File: src/rtl/updown_arbiter.sv
// Round-robin arbiter stepping a shared up/down count register, one step per grant.
// Optional grant statistics (up_cnt/dn_cnt) enabled by defining UPDOWN_ARB_STATS_EN.
//
// state | meaning
// IDLE  | accepts load or arbitrates pending requests
// GAP   | one-cycle recovery after a grant, requests ignored, busy=1
module updown_arbiter #(
  parameter int WIDTH        = 3,
  parameter int WRAP         = 0,
  parameter int LOAD_DEFAULT = 0
) (
  input  logic             clk,
  input  logic             reset,
  input  logic             req_up,
  input  logic             req_dn,
  input  logic             load,
  input  logic [WIDTH-1:0] load_val,
  output logic             gnt_up,
  output logic             gnt_dn,
  output logic             sat,
  output logic [WIDTH-1:0] count,
  output logic             at_max,
  output logic             at_min,
  output logic             busy
`ifdef UPDOWN_ARB_STATS_EN
  ,
  output logic [7:0]       up_cnt,
  output logic [7:0]       dn_cnt
`endif
);

  typedef enum logic {IDLE = 1'b0, GAP = 1'b1} state_t;

  localparam logic [WIDTH-1:0] MAX_VAL  = '1;
  localparam logic [WIDTH-1:0] MIN_VAL  = '0;
  localparam logic [WIDTH-1:0] ONE      = WIDTH'(1);
  localparam logic [WIDTH-1:0] RST_VAL  = WIDTH'(LOAD_DEFAULT);
  localparam bit               SATURATE = (WRAP == 0);

  state_t           state_q, state_d;
  logic             ptr_dn_q, ptr_dn_d;  // 0: up side wins a tie
  logic             win_up, win_dn;
  logic             sat_d;
  logic [WIDTH-1:0] count_d;

  always_ff @(posedge clk or negedge reset) begin
    if (!reset) begin
      state_q  <= IDLE;
      ptr_dn_q <= 1'b0;
    end else begin
      state_q  <= state_d;
      ptr_dn_q <= ptr_dn_d;
    end
  end

  always_comb begin
    state_d = state_q;
    case (state_q)
      IDLE:    if (!load && (req_up || req_dn)) state_d = GAP;
      GAP:     state_d = IDLE;
      default: state_d = IDLE;
    endcase
  end

  // Load is evaluated before arbitration, so it suppresses any grant that cycle.
  always_comb begin
    win_up   = 1'b0;
    win_dn   = 1'b0;
    sat_d    = 1'b0;
    count_d  = count;
    ptr_dn_d = ptr_dn_q;
    if (load) begin
      count_d = load_val;
    end else if (state_q == IDLE) begin
      if (req_up && (!req_dn || !ptr_dn_q)) win_up = 1'b1;
      else if (req_dn)                      win_dn = 1'b1;
      if (win_up) begin
        ptr_dn_d = 1'b1;
        if (SATURATE && count == MAX_VAL) sat_d = 1'b1;
        else count_d = count + ONE;
      end
      if (win_dn) begin
        ptr_dn_d = 1'b0;
        if (SATURATE && count == MIN_VAL) sat_d = 1'b1;
        else count_d = count - ONE;
      end
    end
  end

  always_ff @(posedge clk or negedge reset) begin
    if (!reset) begin
      count  <= RST_VAL;
      gnt_up <= 1'b0;
      gnt_dn <= 1'b0;
      sat    <= 1'b0;
    end else begin
      count  <= count_d;
      gnt_up <= win_up;
      gnt_dn <= win_dn;
      sat    <= sat_d;
    end
  end

  assign at_max = (count == MAX_VAL);
  assign at_min = (count == MIN_VAL);
  assign busy   = (state_q == GAP);

`ifdef UPDOWN_ARB_STATS_EN
  always_ff @(posedge clk or negedge reset) begin
    if (!reset) begin
      up_cnt <= 8'd0;
      dn_cnt <= 8'd0;
    end else if (load) begin
      up_cnt <= 8'd0;
      dn_cnt <= 8'd0;
    end else begin
      if (win_up && up_cnt != 8'hFF) up_cnt <= up_cnt + 8'd1;
      if (win_dn && dn_cnt != 8'hFF) dn_cnt <= dn_cnt + 8'd1;
    end
  end
`endif

endmodule

File: config.mk
export PLATFORM = sky130hd
export DESIGN_NAME = updown_arbiter
export DESIGN_NICKNAME = d
export VERILOG_FILES = /design/src/rtl/updown_arbiter.sv
export SDC_FILE = /design/constraint.sdc
export NUM_CORES = 1
export LEC_CHECK = 0
export CORE_AREA = 2 2 39 41
export DETAILED_ROUTE_END_ITERATION = 10
export DIE_AREA = 0 0 41 43
export HOLD_SLACK_MARGIN = 0.05
export PLACE_DENSITY = 0.63
export SLEW_MARGIN = 20
export SYNTH_ARGS = -nofsm -noshare
export SYNTH_HDL_FRONTEND = slang
export SYNTH_SLANG_ARGS = --single-unit
File: constraint.sdc
create_clock -name clk -period 1.8 [get_ports clk]
set_input_delay 0.36 -clock clk [delete_from_list [all_inputs] [get_ports clk]]
set_output_delay 0.36 -clock clk [all_outputs]
set_load 0.01 [all_outputs]
Word level (Yosys, flattened, before mapping)
Cells that the tools add are included.

Bits in registers: 8. Latch bits: 0. RAM bits: 0. ROM bits: 0. Bits of input ports: 8. Output and inout port bits: 9. Word-level logic and storage cells: 49. Memories kept: 0.

$add $sub $neg: 2. $mul: 0. Divide/modulo/power cells: 0. Order comparisons: 0. Equal/unequal tests: 2. Shift-type cells: 0. Muxes and demuxes: 27. Bitwise gates (word level): 2. Reduce and logical (&&, ||, !) cells: 10.

Operators by type and width (number): $mux W1 (20); $mux W3 (6); $add A3 B1 Y3 const B (1); $eq A3 B3 Y1 const B (1); $logic_not A1 Y1 (3); $logic_not A3 Y1 (1); $reduce_and A3 Y1 (1); $sub A3 B1 Y3 const B (1); $logic_and A1 B1 Y1 (2); $logic_or A1 B1 Y1 (2); $ne A2 B2 Y1 const B (1); $not A1 Y1 (2); $pmux W1 S2 (1); $reduce_bool A2 Y1 (1).

Depth between registers and ports, before layout
Depth in word-level cells: 11. Gate-level depth with buffers: 6. Depth with buffers taken out: 6.

Least setup slack after synthesis
Ideal clock, no wire load.

Kind: reg-to-reg. Start point: reg count[0]. End point: reg count[2]. Library setup time: 126 ps. Arrival: 1355 ps. Required time: 1674 ps. Slack: 319 ps. Cell stages (with the launch flop): 7. Path buffers: 0. Clock period less this slack: 1481 ps. Path through: dfrtp_1 inv_1 ha_1 nand2b_1 nand4_1 xnor2_1 a221o_1.

Longest elaborated chain between the ends: 7. Elaborated cells between the ends (all ways): 10. Classes of those cells: add/sub: 2; eq/ne: 1; mux: 6; reduce/logical: 1.

RTL lines: start, declared (line 21) `output logic [WIDTH-1:0] count,`; start signal, assigned (line 97) `count <= count_d;`; $add A3 B1 Y3 / $eq A3 B3 Y1 (equally long branches) (line 80, 79); $mux W3 (line 79) `if (SATURATE && count == MAX_VAL) sat_d = 1'b1;`; $mux W3 (line 77) `if (win_up) begin`; $mux W3 (line 84) `if (SATURATE && count == MIN_VAL) sat_d = 1'b1;`; $mux W3 (*) (line 82) `if (win_dn) begin`; $mux W3 (*) (line 74) `end else if (state_q == IDLE) begin`; $mux W3 (*) (line 72) `if (load) begin`.

Every way passes the cells marked *; elsewhere a longest branch is shown, timed or not. The select of a mux whose other input is x is not followed. A chain may end at the register's enable or synchronous reset.

Worst setup path in the final report
Start point: reg state_q (netlist: busy). End point: out busy.

RTL lines: start, declared (line 40) `state_t state_q, state_d;`; start signal, assigned (line 51) `state_q <= state_d;`; end, declared (line 24) `output logic busy`.

No word-level cell between the ends.

==> metrics.md <==
| Metric | Value |
|---|---|
| Remaining DRCs | `0` |
| Worst vdd ir | `0.404 mV` |
| Hold Violations, Final | `0` |
| Hpwl dp | `834 um` |
| Worst path required time | `1.44 ns` |
| Unrepaired setup endpoints after global routing | `no` |
| Die width | `41 um` |
| Lkg Pwr | `0.340 nW` |
| Cell chain of the critical path | `clkdlybuf4s50_1` |
| Status | `completed` |
| Buffers on Ports | `16` |
| Starting DRC count in detailed routing | `7` |
| Slowest stage delay, CP | `0.60 ns` |
| PD cells | `850 nW/um^2` |
| Crit path max-delay family | `buffers and inverters` |
| FF+latch count, synth | `8` |
| Antenna-violating nets left | `0` |
| All-layer global routing usage | `0.158` |
| Worst-margin pin slew | `0.370 ns` |
| Cells after Synth | `51` |
| Synth-to-Final Area Change | `50.9%` |
| Core box area | `1380 um^2` |
| DR pass1 iterations | `4` |
| WS Path Type | `reg2out` |
| Syn avg cell area | `9.25 um^2` |
| Min-delay worst type | `in2async` |
| Post-Route WL | `1140 um` |
| First-pass GRT wire length | `1810 um` |
| Vias | `451` |
| Crit path buf inv count | `1` |
| DIE HEIGHT | `43 um` |
| Antenna violations before repair | `0` |
| CP startpoint kind | `flip-flop` |
| CP endpoint kind | `primary output` |
| Nets@finish | `88` |
| WL/cell | `12.5 um` |
| Clock latency on the worst-skew pair | `0.26 ns` |
| WP depth | `1` |
| Layout cells sized above 1 | `0.133` |
| Yosys warns | `0` |
| Period utilization | `0.958` |
| Area leader, netlist | `dfrtp_1` |
| Setup TNS Final | `0 ns` |
| Maxcap violations | `0` |
| Crit path from | `busy$_DFF_PN0_` |
| Number of global-route vias before repair | `428` |
| Critical path fanouts, max | `10` |
| Post-synthesis sequential area ratio | `0.424` |
| WP data arrival | `1.36 ns` |
| Ports | `17` |
| Post-Syn Area | `472 um^2` |
| Starting Density | `0.341` |
| Overflow after GRT | `0` |
| Reg-to-Reg Start | `count[0]$_DFFE_PN0P_` |
| Netlist cell types | `22` |
| CTS tree | `yes` |
| Longest Clk Path Bufs | `2` |
| Worst-path clk slew | `0.06 ns` |
| Final count of negative-setup-slack endpoints | `0` |
| Pre-CTS WS | `0.0181 ns` |
| Syn_nets | `62` |
| Max Fclk | `580 MHz` |
| Final non-filler cell total | `91` |
| Worst slew margin | `0.753` |
| CTS Buf Count | `3` |
| Gpl congestion | `0.782` |
| Top-area cell type share of the netlist area | `0.424` |
| Clk_skew | `0.00825 ns` |
| Vias per cell | `4.96` |
| CP max-delay cell | `clkdlybuf4s50_1` |
| Clock root cell | `clkbuf_4` |
| Cts hold-fix bufs | `0` |
| Max-slew violation count | `0` |
| Number of H-tree levels | `1` |
| Sink Count | `8` |
| Inserted Diodes | `0` |
| R2R cell count | `7` |
| Fill count | `146` |
| Placed insts | `86` |
| Largest cells by area after synthesis | `dfrtp_1 42%, ha_1 8.0%, inv_1 4.8%` |
| Post-route setup slack | `0.0756 ns` |
| Final min period | `1.72 ns` |
| DIE AREA | `1760 um^2` |
| Std-Cell Rows | `14` |
| Largest net degree at the start of global routing | `11` |
==> final cells by class <==
type                       count  area (um^2)  share of cell area
multi-input combinational     37          251               0.353
sequential                     8          200               0.281
timing repair buffer          21          195               0.274
clock buffer                   3         22.5              0.0316
inverter                       6         22.5              0.0316
tap                           16         20.0              0.0281
==> Yosys cell counts (all sizes together) <==
cell type	count
inv	6
nand3	1
a21oi	3
nand4	1
o21ai	3
and2	1
nor3b	1
o31a	1
nand2	4
dfrtp	8
a32oi	2
nor2	6
or3	1
ha	3
a221o	1
xnor2	1
a31oi	2
nand2b	2
or2	1
nand3b	1
and4b	1
a21boi	1
==> state kept, by name (all words and copies together), names as in the netlist <==
register and count:
count 3, gnt_dn 1, busy 1, sat 1
ptr_dn_q 1, gnt_up 1
==> logic make-up after synthesis <==
kind of cell             share of synthesized area
buffers and inverters                       0.0477
XOR/XNOR                                    0.0186
AO/OA/AOI/OAI                                0.207
adder cells (fa/ha/maj)                     0.0796
flip-flops                                   0.424
AND/OR/NAND/NOR                              0.223
==> cells in the final DEF, fill, tap and decap left out <==
cell,Yosys,routed
a21boi_4,1,1
a21oi_1,3,3
a221o_1,1,1
a31oi_1,2,2
a32oi_1,2,2
and2_1,1,1
and4b_1,1,1
buf_4,0,5
clkbuf_4,0,3
clkdlybuf4s50_1,0,14
dfrtp_1,8,8
dlygate4sd2_1,0,2
ha_1,3,3
inv_1,6,6
nand2_1,4,3
nand2_2,0,1
nand2b_1,2,2
nand3_1,1,1
nand3b_1,1,1
nand4_1,1,1
nor2_1,6,6
nor3b_1,1,1
o21ai_0,3,3
o31a_1,1,1
or2_1,1,1
or3_1,1,1
xnor2_1,1,1
==> power by group <==
part	switching [mW]	total (mW)	internal (mW)
clock network	0.0650	0.142	0.0766
registers	0.0270	0.231	0.204
logic	0.107	0.232	0.125
==> stage by stage <==
| step | util | total power, mW | hold slack [ns] | instance area [um^2] |
|---|---|---|---|---|
| 4_1_cts | 0.513 | 0.608 | 0.392 | 709 |
| 5_1_grt | 0.514 | 0.646 | 0.421 | 712 |
| 3_3_place_gp | 0.487 | 0.453 | 0.552 | 674 |
| 3_5_place_dp | 0.487 | 0.454 | 0.554 | 674 |
| 2_1_floorplan | - | 0.347 | 0.0644 | 472 |
| 6_report | 0.514 | 0.605 | 0.379 | 712 |
==> final timing paths <==
path	to	slack, ns
min in group clk	ptr_dn_q$_DFFE_PN0P_	0.56
max	busy	0.08
max reg2reg	count[0]$_DFFE_PN0P_	0.24
min	gnt_dn$_DFF_PN0_	0.38
max in group asynchronous	count[0]$_DFFE_PN0P_	1.15
min reg2reg	ptr_dn_q$_DFFE_PN0P_	0.56
==> timing repair <==
action	in CTS	in global routing
buffers inserted	2	0
resized for setup	2	1
endpoints found under the hold margin	0	0
setup endpoints to repair	2	1
cloned	0	0
==> routing by layer <==
layer	GRT usage	vias to the layer above	share of wire
met5	0	-	0
met4	0.0600	0	0.014
met3	0.0471	2	0.044
met2	0.253	12	0.49
met1	0.189	209	0.45
li1	-	228	-
(Power assumes the default switching activity.)
